## config.mk

```make
export PLATFORM = sky130hd
export DESIGN_NAME = flick_conditioner
export DESIGN_NICKNAME = d
export VERILOG_FILES = /design/src/rtl/flick_conditioner.sv
export SDC_FILE = /design/constraint.sdc
export NUM_CORES = 1
export LEC_CHECK = 0
export BUFFER_PORTS_ARGS = -buffer_cell sky130_fd_sc_hd__buf_4
export CORE_UTILIZATION = 29
export CTS_CLUSTER_SIZE = 24
export DETAILED_ROUTE_END_ITERATION = 16
export PLACE_DENSITY = 0.46
export SLEW_MARGIN = 20
export SYNTH_ARGS = -nofsm -noshare
export SYNTH_HDL_FRONTEND = slang
export SYNTH_SLANG_ARGS = --single-unit
export TNS_END_PERCENT = 30
```

## constraint.sdc

```tcl
create_clock -name clk -period 1.55 [get_ports clk]
set_input_delay 0.31 -clock clk [delete_from_list [all_inputs] [get_ports clk]]
set_output_delay 0.31 -clock clk [all_outputs]
set_load 0.005 [all_outputs]
```

## src/rtl/flick_conditioner.sv

```systemverilog
// flick_conditioner: synchronises, debounces and stretches the raw flick
// push-button before it reaches the bound flasher's flick input.
//
// Ports:
//   clk        in   system clock
//   rst        in   asynchronous reset, active-low
//   flick_raw  in   raw button pad, asynchronous and bouncy
//   enable     in   0 holds the conditioner idle (synchronous)
//   flick      out  debounced, stretched level (high >= MIN_HOLD cycles)
//   flick_rise out  1-cycle pulse on the edge flick goes 0->1
//   flick_fall out  1-cycle pulse on the edge flick goes 1->0
//   press_cnt  out  accepted presses, wraps, cleared only by rst
module flick_conditioner #(
    parameter int SYNC_STAGES = 2,
    parameter int DB_CYCLES   = 16,
    parameter int MIN_HOLD    = 32,
    parameter int CNT_W       = 8
) (
    input  logic             clk,
    input  logic             rst,
    input  logic             flick_raw,
    input  logic             enable,
    output logic             flick,
    output logic             flick_rise,
    output logic             flick_fall,
    output logic [CNT_W-1:0] press_cnt
);

    localparam int DB_W   = $clog2(DB_CYCLES + 1);
    localparam int HOLD_W = $clog2(MIN_HOLD + 1);

    localparam logic [DB_W-1:0]   DB_LAST   = DB_W'(DB_CYCLES - 1);
    localparam logic [DB_W-1:0]   DB_ONE    = DB_W'(1);
    localparam logic [HOLD_W-1:0] HOLD_LAST = HOLD_W'(MIN_HOLD - 1);
    localparam logic [HOLD_W-1:0] HOLD_MAX  = HOLD_W'(MIN_HOLD);
    localparam logic [HOLD_W-1:0] HOLD_ONE  = HOLD_W'(1);

    typedef enum logic [2:0] {
        IDLE,
        ARM_HI,
        HELD,
        ARM_LO,
        STRETCH
    } state_e;

    logic [SYNC_STAGES-1:0] sync_q;
    logic                   s;

    state_e                 state_q,     state_d;
    logic [DB_W-1:0]        db_cnt_q,    db_cnt_d;
    logic [HOLD_W-1:0]      hold_cnt_q,  hold_cnt_d;
    logic                   flick_q,     flick_d;
    logic                   rise_q,      rise_d;
    logic                   fall_q,      fall_d;
    logic [CNT_W-1:0]       press_cnt_q, press_cnt_d;

    logic [DB_W-1:0]        db_inc;
    logic [HOLD_W-1:0]      hold_inc;

    // Synchroniser keeps running even while disabled so that re-enabling
    // starts from a settled view of the pad.
    always_ff @(posedge clk or negedge rst) begin
        if (!rst) begin
            sync_q <= '0;
        end else begin
            sync_q <= {sync_q[SYNC_STAGES-2:0], flick_raw};
        end
    end

    assign s = sync_q[SYNC_STAGES-1];

    assign db_inc = db_cnt_q + DB_ONE;

    // Hold time saturates so a long press never wraps back below the
    // minimum-width threshold.
    assign hold_inc = (hold_cnt_q == HOLD_MAX) ? hold_cnt_q
                                               : hold_cnt_q + HOLD_ONE;

    always_ff @(posedge clk or negedge rst) begin
        if (!rst) begin
            state_q     <= IDLE;
            db_cnt_q    <= '0;
            hold_cnt_q  <= '0;
            flick_q     <= 1'b0;
            rise_q      <= 1'b0;
            fall_q      <= 1'b0;
            press_cnt_q <= '0;
        end else begin
            state_q     <= state_d;
            db_cnt_q    <= db_cnt_d;
            hold_cnt_q  <= hold_cnt_d;
            flick_q     <= flick_d;
            rise_q      <= rise_d;
            fall_q      <= fall_d;
            press_cnt_q <= press_cnt_d;
        end
    end

    always_comb begin
        state_d     = state_q;
        db_cnt_d    = db_cnt_q;
        hold_cnt_d  = hold_cnt_q;
        flick_d     = flick_q;
        rise_d      = 1'b0;
        fall_d      = 1'b0;
        press_cnt_d = press_cnt_q;

        if (!enable) begin
            // Silent drop: no fall pulse, counter untouched.
            state_d    = IDLE;
            db_cnt_d   = '0;
            hold_cnt_d = '0;
            flick_d    = 1'b0;
        end else begin
            unique case (state_q)
                IDLE: begin
                    flick_d = 1'b0;
                    if (s) begin
                        state_d  = ARM_HI;
                        db_cnt_d = DB_ONE;
                    end
                end

                ARM_HI: begin
                    if (!s) begin
                        state_d  = IDLE;
                        db_cnt_d = '0;
                    end else if (db_cnt_q == DB_LAST) begin
                        state_d     = HELD;
                        db_cnt_d    = '0;
                        hold_cnt_d  = '0;
                        flick_d     = 1'b1;
                        rise_d      = 1'b1;
                        press_cnt_d = press_cnt_q + 1'b1;
                    end else begin
                        db_cnt_d = db_inc;
                    end
                end

                HELD: begin
                    hold_cnt_d = hold_inc;
                    if (!s) begin
                        state_d  = ARM_LO;
                        db_cnt_d = DB_ONE;
                    end
                end

                ARM_LO: begin
                    hold_cnt_d = hold_inc;
                    if (s) begin
                        state_d  = HELD;
                        db_cnt_d = '0;
                    end else if (db_cnt_q == DB_LAST) begin
                        db_cnt_d = '0;
                        if (hold_cnt_q >= HOLD_LAST) begin
                            state_d    = IDLE;
                            hold_cnt_d = '0;
                            flick_d    = 1'b0;
                            fall_d     = 1'b1;
                        end else begin
                            // Released too early: keep flick high
                            // until the minimum width has elapsed.
                            state_d = STRETCH;
                        end
                    end else begin
                        db_cnt_d = db_inc;
                    end
                end

                STRETCH: begin
                    hold_cnt_d = hold_inc;
                    if (s) begin
                        // Re-press merges into the current pulse.
                        state_d  = HELD;
                        db_cnt_d = '0;
                    end else if (hold_cnt_q == HOLD_LAST) begin
                        state_d    = IDLE;
                        hold_cnt_d = '0;
                        flick_d    = 1'b0;
                        fall_d     = 1'b1;
                    end
                end

                default: begin
                    state_d    = IDLE;
                    db_cnt_d   = '0;
                    hold_cnt_d = '0;
                    flick_d    = 1'b0;
                end
            endcase
        end
    end

    assign flick      = flick_q;
    assign flick_rise = rise_q;
    assign flick_fall = fall_q;
    assign press_cnt  = press_cnt_q;

endmodule
```

After elaboration in Yosys (flattened, before gate mapping)

Cells that the tools add are included.

Register bits: 27
Bits of input ports: 4
Output and inout port bits: 11
Logic and storage cells: 89

$add $sub $neg: 3
$lt $le $gt $ge: 1
Equality and inequality tests: 22
Muxes and demuxes: 49
Reduce and logical (&&, ||, !) cells: 6

Operators with widths:

| operator              | number |
|---|---|
| $mux W6               | 9 |
| $mux W5               | 7 |
| $mux W3               | 10 |
| $ne A3 B3 Y1 const B  | 10 |
| $pmux W6 S5           | 1 |
| $pmux W5 S5           | 1 |
| $mux W1               | 18 |
| $pmux W3 S5           | 1 |
| $ne A4 B4 Y1 const B  | 3 |
| $add A8 B1 Y8 const B | 1 |
| $reduce_and A8 Y1     | 1 |
| $add A6 B1 Y6 const B | 1 |
| $eq A3 B2 Y1 const B  | 2 |
| $eq A6 B5 Y1 const B  | 1 |
| $eq A6 B6 Y1 const B  | 1 |
| $ge A6 B5 Y1 const B  | 1 |
| $reduce_and A3 Y1     | 2 |
| $add A5 B1 Y5 const B | 1 |
| $eq A5 B4 Y1 const B  | 1 |
| $reduce_and A5 Y1     | 1 |
| $ne A2 B2 Y1 const B  | 2 |
| $pmux W1 S4           | 1 |
| $reduce_and A4 Y1     | 1 |
| $eq A3 B1 Y1 const B  | 1 |
| 3 further kinds       | 3 |

Logic depth before layout (Yosys ltp)

Gate-level depths: netlist (run 1).

Depth in word-level cells: 7
Gate-level depth with buffers: 8
Gate-level depth less buffers: 7

Worst setup path after synthesis (run 1)

OpenSTA, ideal clock, no wires.

Kind: register -> register
Start: register db_cnt_q[0]
End: register press_cnt_q[7], in the netlist press_cnt[7]
Library setup time: 123 ps
Data arrival time: 1607 ps
Slack: -180 ps
Cell stages (with the launch flop): 9
Buffers on the path: 2
Cell sequence: dfrtp_1 -> ha_1 -> and4b_1 -> buf_2 -> and4_1 -> buf_6 -> and3_1 -> nand4_1 -> xnor2_1

Word-level cells in the longest chain between the ends: 2

Ends and longest elaborated chain:

| element                            | line | source |
|---|---|---|
| from (decl)                        | 50   | `logic [DB_W-1:0] db_cnt_q, db_cnt_d;` |
| from (signal assigned)             | 90   | `db_cnt_q <= db_cnt_d;` |
| $eq A5 B4 Y1                       | 128  | `end else if (db_cnt_q == DB_LAST) begin` |
| $reduce_and A4 Y1 (no source line) | -    |  |
| to (signal assigned)               | 95   | `press_cnt_q <= press_cnt_d;` |
| to (decl)                          | 55   | `logic [CNT_W-1:0] press_cnt_q, press_cnt_d;` |

No other way between the ends.
A chain may end at the register's enable or synchronous reset.

Final worst setup path (run 1)

Start: register hold_cnt_q[0]
End: register hold_cnt_q[4]

Word-level cells in the longest chain between the ends: 7
Elaborated cells between the ends (all ways): 12
Those cells by class: add/sub: 1; order compare: 1; eq/ne: 2; mux: 8

Ends and longest elaborated chain:

| element                                              | line   | source |
|---|---|---|
| from (decl)                                          | 51     | `logic [HOLD_W-1:0] hold_cnt_q, hold_cnt_d;` |
| from (signal assigned)                               | 91     | `hold_cnt_q <= hold_cnt_d;` |
| $add A6 B1 Y6 / $eq A6 B6 Y1 (equally long branches) | 77, 76 |  |
| $mux W6                                              | 76     | `assign hold_inc = (hold_cnt_q == HOLD_MAX) ? hold_cnt_q` |
| $mux W6                                              | 155    | `if (hold_cnt_q >= HOLD_LAST) begin` |
| $mux W6                                              | 153    | `end else if (db_cnt_q == DB_LAST) begin` |
| $mux W6                                              | 150    | `if (s) begin` |
| $pmux W6 S5 *                                        | 115    | `unique case (state_q)` |
| $mux W6 *                                            | 108    | `if (!enable) begin` |

Mark *: on every way between the ends. The rest lies on a longest branch, timed or not.

==> results of run 1 <==
final timing paths:
kind	slack, ps	depth (start not counted)	endpoint
worst max-delay path	-140	6	hold_cnt_q[4]
worst min-delay path	140	1	sync_q[0]
worst max register to register	-140	6	hold_cnt_q[4]
worst min register to register	360	0	sync_q[1]
max in group asynchronous	780	2	state_q[1]
min in group asynchronous	480	2	press_cnt[7]
flip-flops by register name (all words and copies together), names as in the netlist:
signal	count
flick	1
sync_q	2
state_q	3
flick_fall	1
db_cnt_q	5
press_cnt	8
flick_rise	1
hold_cnt_q	6
cells in the final DEF, fill, tap and decap left out, types with 2 or more instances in the layout:
master	n
ha_2	2
o21ai_0	7
a211oi_2	2
clkbuf_8	3
o22ai_1	2
nand3_1	5
xnor2_1	6
buf_4	58
xor2_1	2
nand3b_1	3
nor3b_2	3
dfrtp_1	26
nor3_1	2
a31oi_1	8
ha_1	2
a21oi_1	6
inv_1	6
nor2_1	7
nand2_1	16
nand4_1	6
and3_1	4
o21ai_1	2
kinds of logic after synthesis:
logic type | share of synthesized area [%]
simple gates | 23.5
compound gates | 17.6
flops | 45.5
buf+inv | 4.63
xor+xnor | 4.71
fa+ha+maj | 3.37
mux | 0.758
routing by layer:
metal / track usage, % / vias up
li1: - / 682
met1: 20.4 / 645
met2: 25.6 / 17
met3: 2.88 / 2
met4: 3.21 / 0
met5: 0 / -
worst reg2reg max path, stage by stage, from the launching register on:
cell and delay (ps):
dfrtp_1 390, ha_2 190, nand4_1 110, or2_1 270
a211o_4 390, a31oi_1 180, a31oi_1 60
final cells by class:
class	instances	area, um2	share of cell area [%]
clock buffer	3	41.3	1.94
inverter	7	26.3	1.24
sequential	27	677	31.9
multi-input combinational	114	831	39.1
tap	67	83.8	3.95
timing repair buffer	60	457	21.5
clock inverter	1	7.51	0.354
repair_timing:
item | 4_1_cts | 5_1_grt
endpoints found under the hold margin | 27 | 0
setup endpoints to repair | 22 | 24
buffers inserted | 1 | 2
gates resized for setup | 13 | 6
cloned | 0 | 1
pin swaps | 5 | 4
hold buffers | 1 | 0
power groups by stage:
stage               Sequential [mW]  Clock [mW]  Combinational (mW)
floorplan                     0.732           0              0.0439
global placement              0.732           0               0.101
detailed placement            0.733           0               0.104
CTS                           0.719       0.439               0.111
global route                  0.720       0.467               0.122
finish                        0.718       0.413               0.109
stage by stage:
step / std cells / util, % / cell area, um2 / setup TNS (ps) / hold slack (ps)
3_3_place_gp: 270 / 40.5 / 1950 / -1780 / 250
4_1_cts: 276 / 43.0 / 2070 / -1420 / 129
3_5_place_dp: 270 / 40.5 / 1950 / -2250 / 253
6_report: 279 / 44.1 / 2120 / -1300 / 140
2_1_floorplan: 154 / - / 1500 / -732 / 14.4
5_1_grt: 279 / 44.1 / 2120 / -3040 / 121
==> run_results.csv, run 1 <==
group,metric,value,unit
worst_setup_path,cp-startpoint,"hold_cnt_q[0]",
drt,wl,3730,um
die,core-area,4820,um2
worst_setup_path,start_kind,"flop",
drt,wl_per_cell,13.4,um
clocking,htreeDepth,1,
synth,postSynthAreaPerCell,9.65,um2
drt,drt-vias-per-instance,4.82,
synth,synthFlopType,"dfrtp_1",
finish,synthToLayoutAreaGrowth,42.8,%
worst_setup_path,path_cells,"ha_2 > nand4_1 > or2_1 > a211o_4 > a31oi_1 > a31oi_1",
synth,synth_area,1490,um2
drt,drtIter0Drc,53,
synth,synth.top_cells.by_count,"dfrtp_1 (27), nand2_1 (16), a31oi_1 (9), nor2_1 (8)",
synth,ys_warn_count,0,
drt,dr.max_layer_used,"met4",
place,portBuffers,14,
grt,grt_pass1_vias,1364,
worst_setup_path,worstReg2RegStart,"hold_cnt_q[0]",
drt,dr_wl_met2,1800,um
power,powerDensity,584,nW/um2
synth,syn-num-nets,162,
sta,min_period,1690,ps
worst_setup_path,cp.required,1720,ps
hold_path,hold_class,"primary input to flop",
synth,synth_cells,154,
clocking,clk-insertion-delay-late,270,ps
synth,yosysMostFrequentCell,"dfrtp_1",
drt,dr_wl_met3,85,um
power,combPwrFrac,8.8,%
drt,dr.pass1.iters,4,
synth,synth-seq-cells,27,
place,dp_hpwl,2760,um
worst_setup_path,crit_slowest_cell,"dfrtp_1",
finish,num_antenna_cells,0,
synth,synthDominantCellAreaShare,45.5,%
die,die_h,73.6,um
die,start_util,30.9,%
worst_setup_path,crit_arrival,1860,ps
clocking,clk_pin_slew_worst_paths,100,ps
synth,synthTopCellsByArea,"dfrtp_1 (45%), nand2_1 (4.0%), a31oi_1 (3.8%), xnor2_1 (3.5%), ha_1 (3.4%)",
grt,grt_antenna_before_repair,0,
power,p_seq_share,57.9,%
sta,final_hold_viol_count,0,
clocking,cts_num_sinks,27,
clocking,cts_buffers,3,
run_status,outcome,"finished, violations left",
power,switchingPower,299,uW
clocking,clock-root-buffer,"clkbuf_8",
power,ir_worst_vdd,0.363,mV
die,io_pins,15,
worst_setup_path,critical_path.top_delay_family,"compound AO/OA/AOI/OAI gates",
power,p_clk_share,33.3,%
finish,fillCellCount,485,
place,routabilityCongestion,0.857,
sta,fmax,0.591,GHz
worst_setup_path,cp_num_buf_inv,0,
drt,drtAntennaViolNets,0,
job,max_cap_viol_count,0,
synth,yosysTopAreaCell,"dfrtp_1",
finish,drive_gt1_share,40.6,%
sta,tightest_slew,350,ps
die,die_area,5420,um2
sta,setup_viol,16,
power,p_int,941,uW
hold_path,hp-start,"flick_raw",
place,dp_slack,-196,ps
die,num_rows,25,
power,p_leak,0.973,nW
run_status,violations,"negative setup slack",
drt,wl_met1,1810,um
sta,max_slew_margin,76.7,%
drt,vias,1346,
grt,grt_pass1_wl,6330,um
sta,finalClockSkew,8.68,ps
grt,overflow,0,
drt,drc,0,
finish,nNetsFinal,221,
sta,drv_slew,0,
worst_setup_path,cp_max_fo,6,
sta,fin_crit_sh,109,%
sta,worst_slack,-142,ps
worst_setup_path,cp_slowest_stage_delay,390,ps
synth,synth_edf_count,0,
grt,grt_use_total,15.2,%
clocking,clock_path_buffers,2,
synth,async_reset_ff_share,100,%
synth,synth-seq-area-share,45.5,%
worst_setup_path,cpMostUsedCell,"a31oi_1",
synth,synth.distinct_cells,47,
sta,rsz0062_at_grt,"true",
worst_setup_path,cp-end-kind,"flop",
power,switching_share,24.1,%
grt,grt_max_degree,28,
power,power.total,1.24,mW
die,die_w,73.6,um
clocking,cts_tree,"yes",
worst_setup_path,critPathKind,"flop to flop",
Power figures use the tool's default switching activity.
==> inputs of run 2 (changes only) <==
ABC_AREA = 1   (was not set)
MAX_ROUTING_LAYER = met4   (was not set)
PLACE_DENSITY = 0.45   (was 0.46)
==> run_results.csv, run 2 <==
group,metric,value,unit
run_status,outcome,"complete, no violations",
clocking,clock_path_buffers,2,
worst_setup_path,cp.depth,7,
worst_setup_path,endpoint,"press_cnt[4]",
job,max_cap_viol_count,0,
finish,num_antenna_cells,0,
grt,grt_pass1_wl,5650,um
grt,overflow,0,
synth,synth-seq-area-share,43.2,%
synth,synthDominantCellAreaShare,43.2,%
place,place_inst,290,
synth,postSynthAreaPerCell,7.86,um2
synth,synth.distinct_cells,28,
worst_setup_path,crit_arrival,1630,ps
synth,async_reset_ff_share,100,%
worst_setup_path,cp.required,1720,ps
sta,setup_viol,0,
worst_setup_path,ff2ff_setup_slack,90,ps
worst_setup_path,critPathKind,"flop to flop",
worst_setup_path,critical_path.top_delay_family,"simple AND/OR/NAND/NOR gates",
synth,yosysTopAreaCell,"dfrtp_1",
finish,final_common_cell,"nand2_1",
synth,synthTopCellsByArea,"dfrtp_1 (43%), nand2_1 (13%), nand3_1 (5.8%), inv_1 (5.5%), xor2_1 (4.5%)",
sta,finalClockSkew,4.08,ps
clocking,clk-insertion-delay-late,280,ps
synth,syn-num-nets,207,
finish,fin_area,1920,um2
synth,synth-seq-cells,27,
worst_setup_path,cp-end-kind,"flop",
place,portBuffers,14,
die,core-area,5140,um2
clocking,clk_pin_slew_worst_paths,100,ps
drt,dr.pass1.iters,4,
synth,synth.top_cells.by_count,"nand2_1 (53), dfrtp_1 (27), inv_1 (23), nand3_1 (18), nor2_2 (9)",
worst_setup_path,cp-startpoint,"db_cnt_q[0]",
worst_setup_path,start_kind,"flop",
finish,nNetsFinal,235,
finish,drive_gt1_share,29.6,%
synth,synth_cells,199,
drt,vias,1294,
finish,layout_common_cells,"nand2_1 (47), dfrtp_1 (27), inv_1 (22), buf_4 (22), nand3_1 (16)",
worst_setup_path,cp_max_fo,6,
drt,wl,3300,um
synth,yosysMostFrequentCell,"nand2_1",
worst_setup_path,cpMostUsedCell,"nand3_2",
sta,max_slew_margin,76.6,%
power,powerDensity,757,nW/um2
place,dpl-instance-area,1810,um2
drt,drt-vias-per-instance,4.37,
sta,fmax,0.687,GHz
finish,stdcell_count,296,
power,ir_worst_vdd,0.330,mV
grt,grt_pass1_vias,1241,
worst_setup_path,r2r-end,"press_cnt[4]",
sta,fin_crit_sh,93.9,%
die,die_w,75.4,um
die,start_util,30.4,%
synth,synth_edf_count,0,
synth,synthFlopType,"dfrtp_1",
grt,grt_antenna_before_repair,0,
sta,final_hold_viol_count,0,
drt,drtAntennaViolNets,0,
synth,synth_area,1560,um2
power,p_leak,0.936,nW
hold_path,hp-start,"flick_raw",
sta,min_period,1460,ps
worst_setup_path,path_cells,"ha_2 > nand3_2 > nor2_4 > nand3_2 > nor2_2 > nand2_1 > xnor2_1",
finish,largest_register_ff_count,8,
worst_setup_path,worstReg2RegStart,"db_cnt_q[0]",
place,dp_hpwl,2480,um
finish,synthToLayoutAreaGrowth,22.8,%
clocking,cts_num_sinks,27,
die,die_h,75.4,um
die,io_pins,15,
sta,drv_slew,0,
power,power.total,1.45,mW
hold_path,hold_class,"primary input to flop",
sta,tightest_slew,351,ps
clocking,cts_tree,"yes",
drt,drc,0,
place,routabilityCongestion,0.815,
die,die_area,5690,um2
die,num_rows,26,
clocking,clock-root-buffer,"clkbuf_8",
grt,grt_use_total,13.7,%
worst_setup_path,cp_slowest_stage_delay,370,ps
synth,ys_warn_count,0,
drt,drtIter0Drc,37,
sta,rsz0062_at_grt,"true",
worst_setup_path,crit_slowest_cell,"dfrtp_1",
clocking,cts_buffers,3,
worst_setup_path,cp_num_buf_inv,0,
grt,grt_max_degree,28,
worst_setup_path,reg2reg_depth,7,
drt,wl_per_cell,11.1,um
clocking,htreeDepth,1,
-- run 2: changes by cell type in the layout (fill, tap and decap cells not counted), sizes merged, moves of 6 or more --
cell / delta
a31oi: -10
inv: +24
xor2: +6
buf: -37
nand2: +39
nor2: +9
nand3: +15
-- run 2: logic make-up (layout without fill, tap and decap cells) --
group	Yosys count	in the layout	share of synthesized area, %
fa+ha+maj	4	4	3.20
simple gates	101	101	30.6
compound gates	22	22	8.40
buf+inv	33	60	7.92
flops	27	27	43.2
xor+xnor	12	12	6.72
-- run 2: how the worst min path moves through the flow --
stage | to | slack, ps | cells past startpoint
after floorplan | db_cnt_q[0] | 10 | 0
after global placement | state_q[1] | 260 | 1
after detailed placement | state_q[1] | 260 | 1
after CTS | sync_q[0] | 120 | 1
after global routing | sync_q[0] | 120 | 1
final | sync_q[0] | 130 | 1
-- run 2: power by group --
group | internal, mW | leakage [nW] | switching (mW)
combinational | 0.110 | 0.558 | 0.173
clock | 0.181 | 0.0255 | 0.242
sequential | 0.727 | 0.352 | 0.0217
total | 1.02 | 0.936 | 0.437
-- run 2: final cells by class --
type	count	area, um2
fill	561	3220
sequential	27	676
clock inverter	1	5.00
tap	70	87.6
timing repair buffer	23	175
clock buffer	3	41.3
multi-input combinational	139	812
inverter	33	124
-- run 2: per-layer routing --
metal / global-route usage, % / share of wire, %
met5: - / 0
met4: 5.56 / 1.5
met3: 1.98 / 2.3
met2: 21.6 / 47
met1: 17.7 / 49
-- run 2: repair_timing --
item / 4_1_cts / 5_1_grt
setup buffers: 0 / 1
hold endpoints to repair: 27 / 0
pin swaps: 0 / 4
endpoints found under the setup margin: 6 / 14
hold buffers: 1 / 0
resized for setup: 1 / 14
-- run 2: stage by stage --
step                setup TNS (ps)  worst slack [ps]  hold WS, ps  util, %
global route                 -59.3             -22.6          116     37.4
finish                           0              94.1          127     37.4
CTS                              0              35.5          121     36.4
floorplan                        0               160         14.4        -
global placement                 0              40.4          257     35.2
detailed placement          -0.942            -0.942          256     35.2
-- run 2: worst register-to-register path: cells and delay by family (launching register included) --
family | cells | cell delay (ps)
xor gates and xnor gates | 1 | 120
adders and majority gates | 1 | 200
DFF | 1 | 370
and+or+nand+nor | 5 | 660
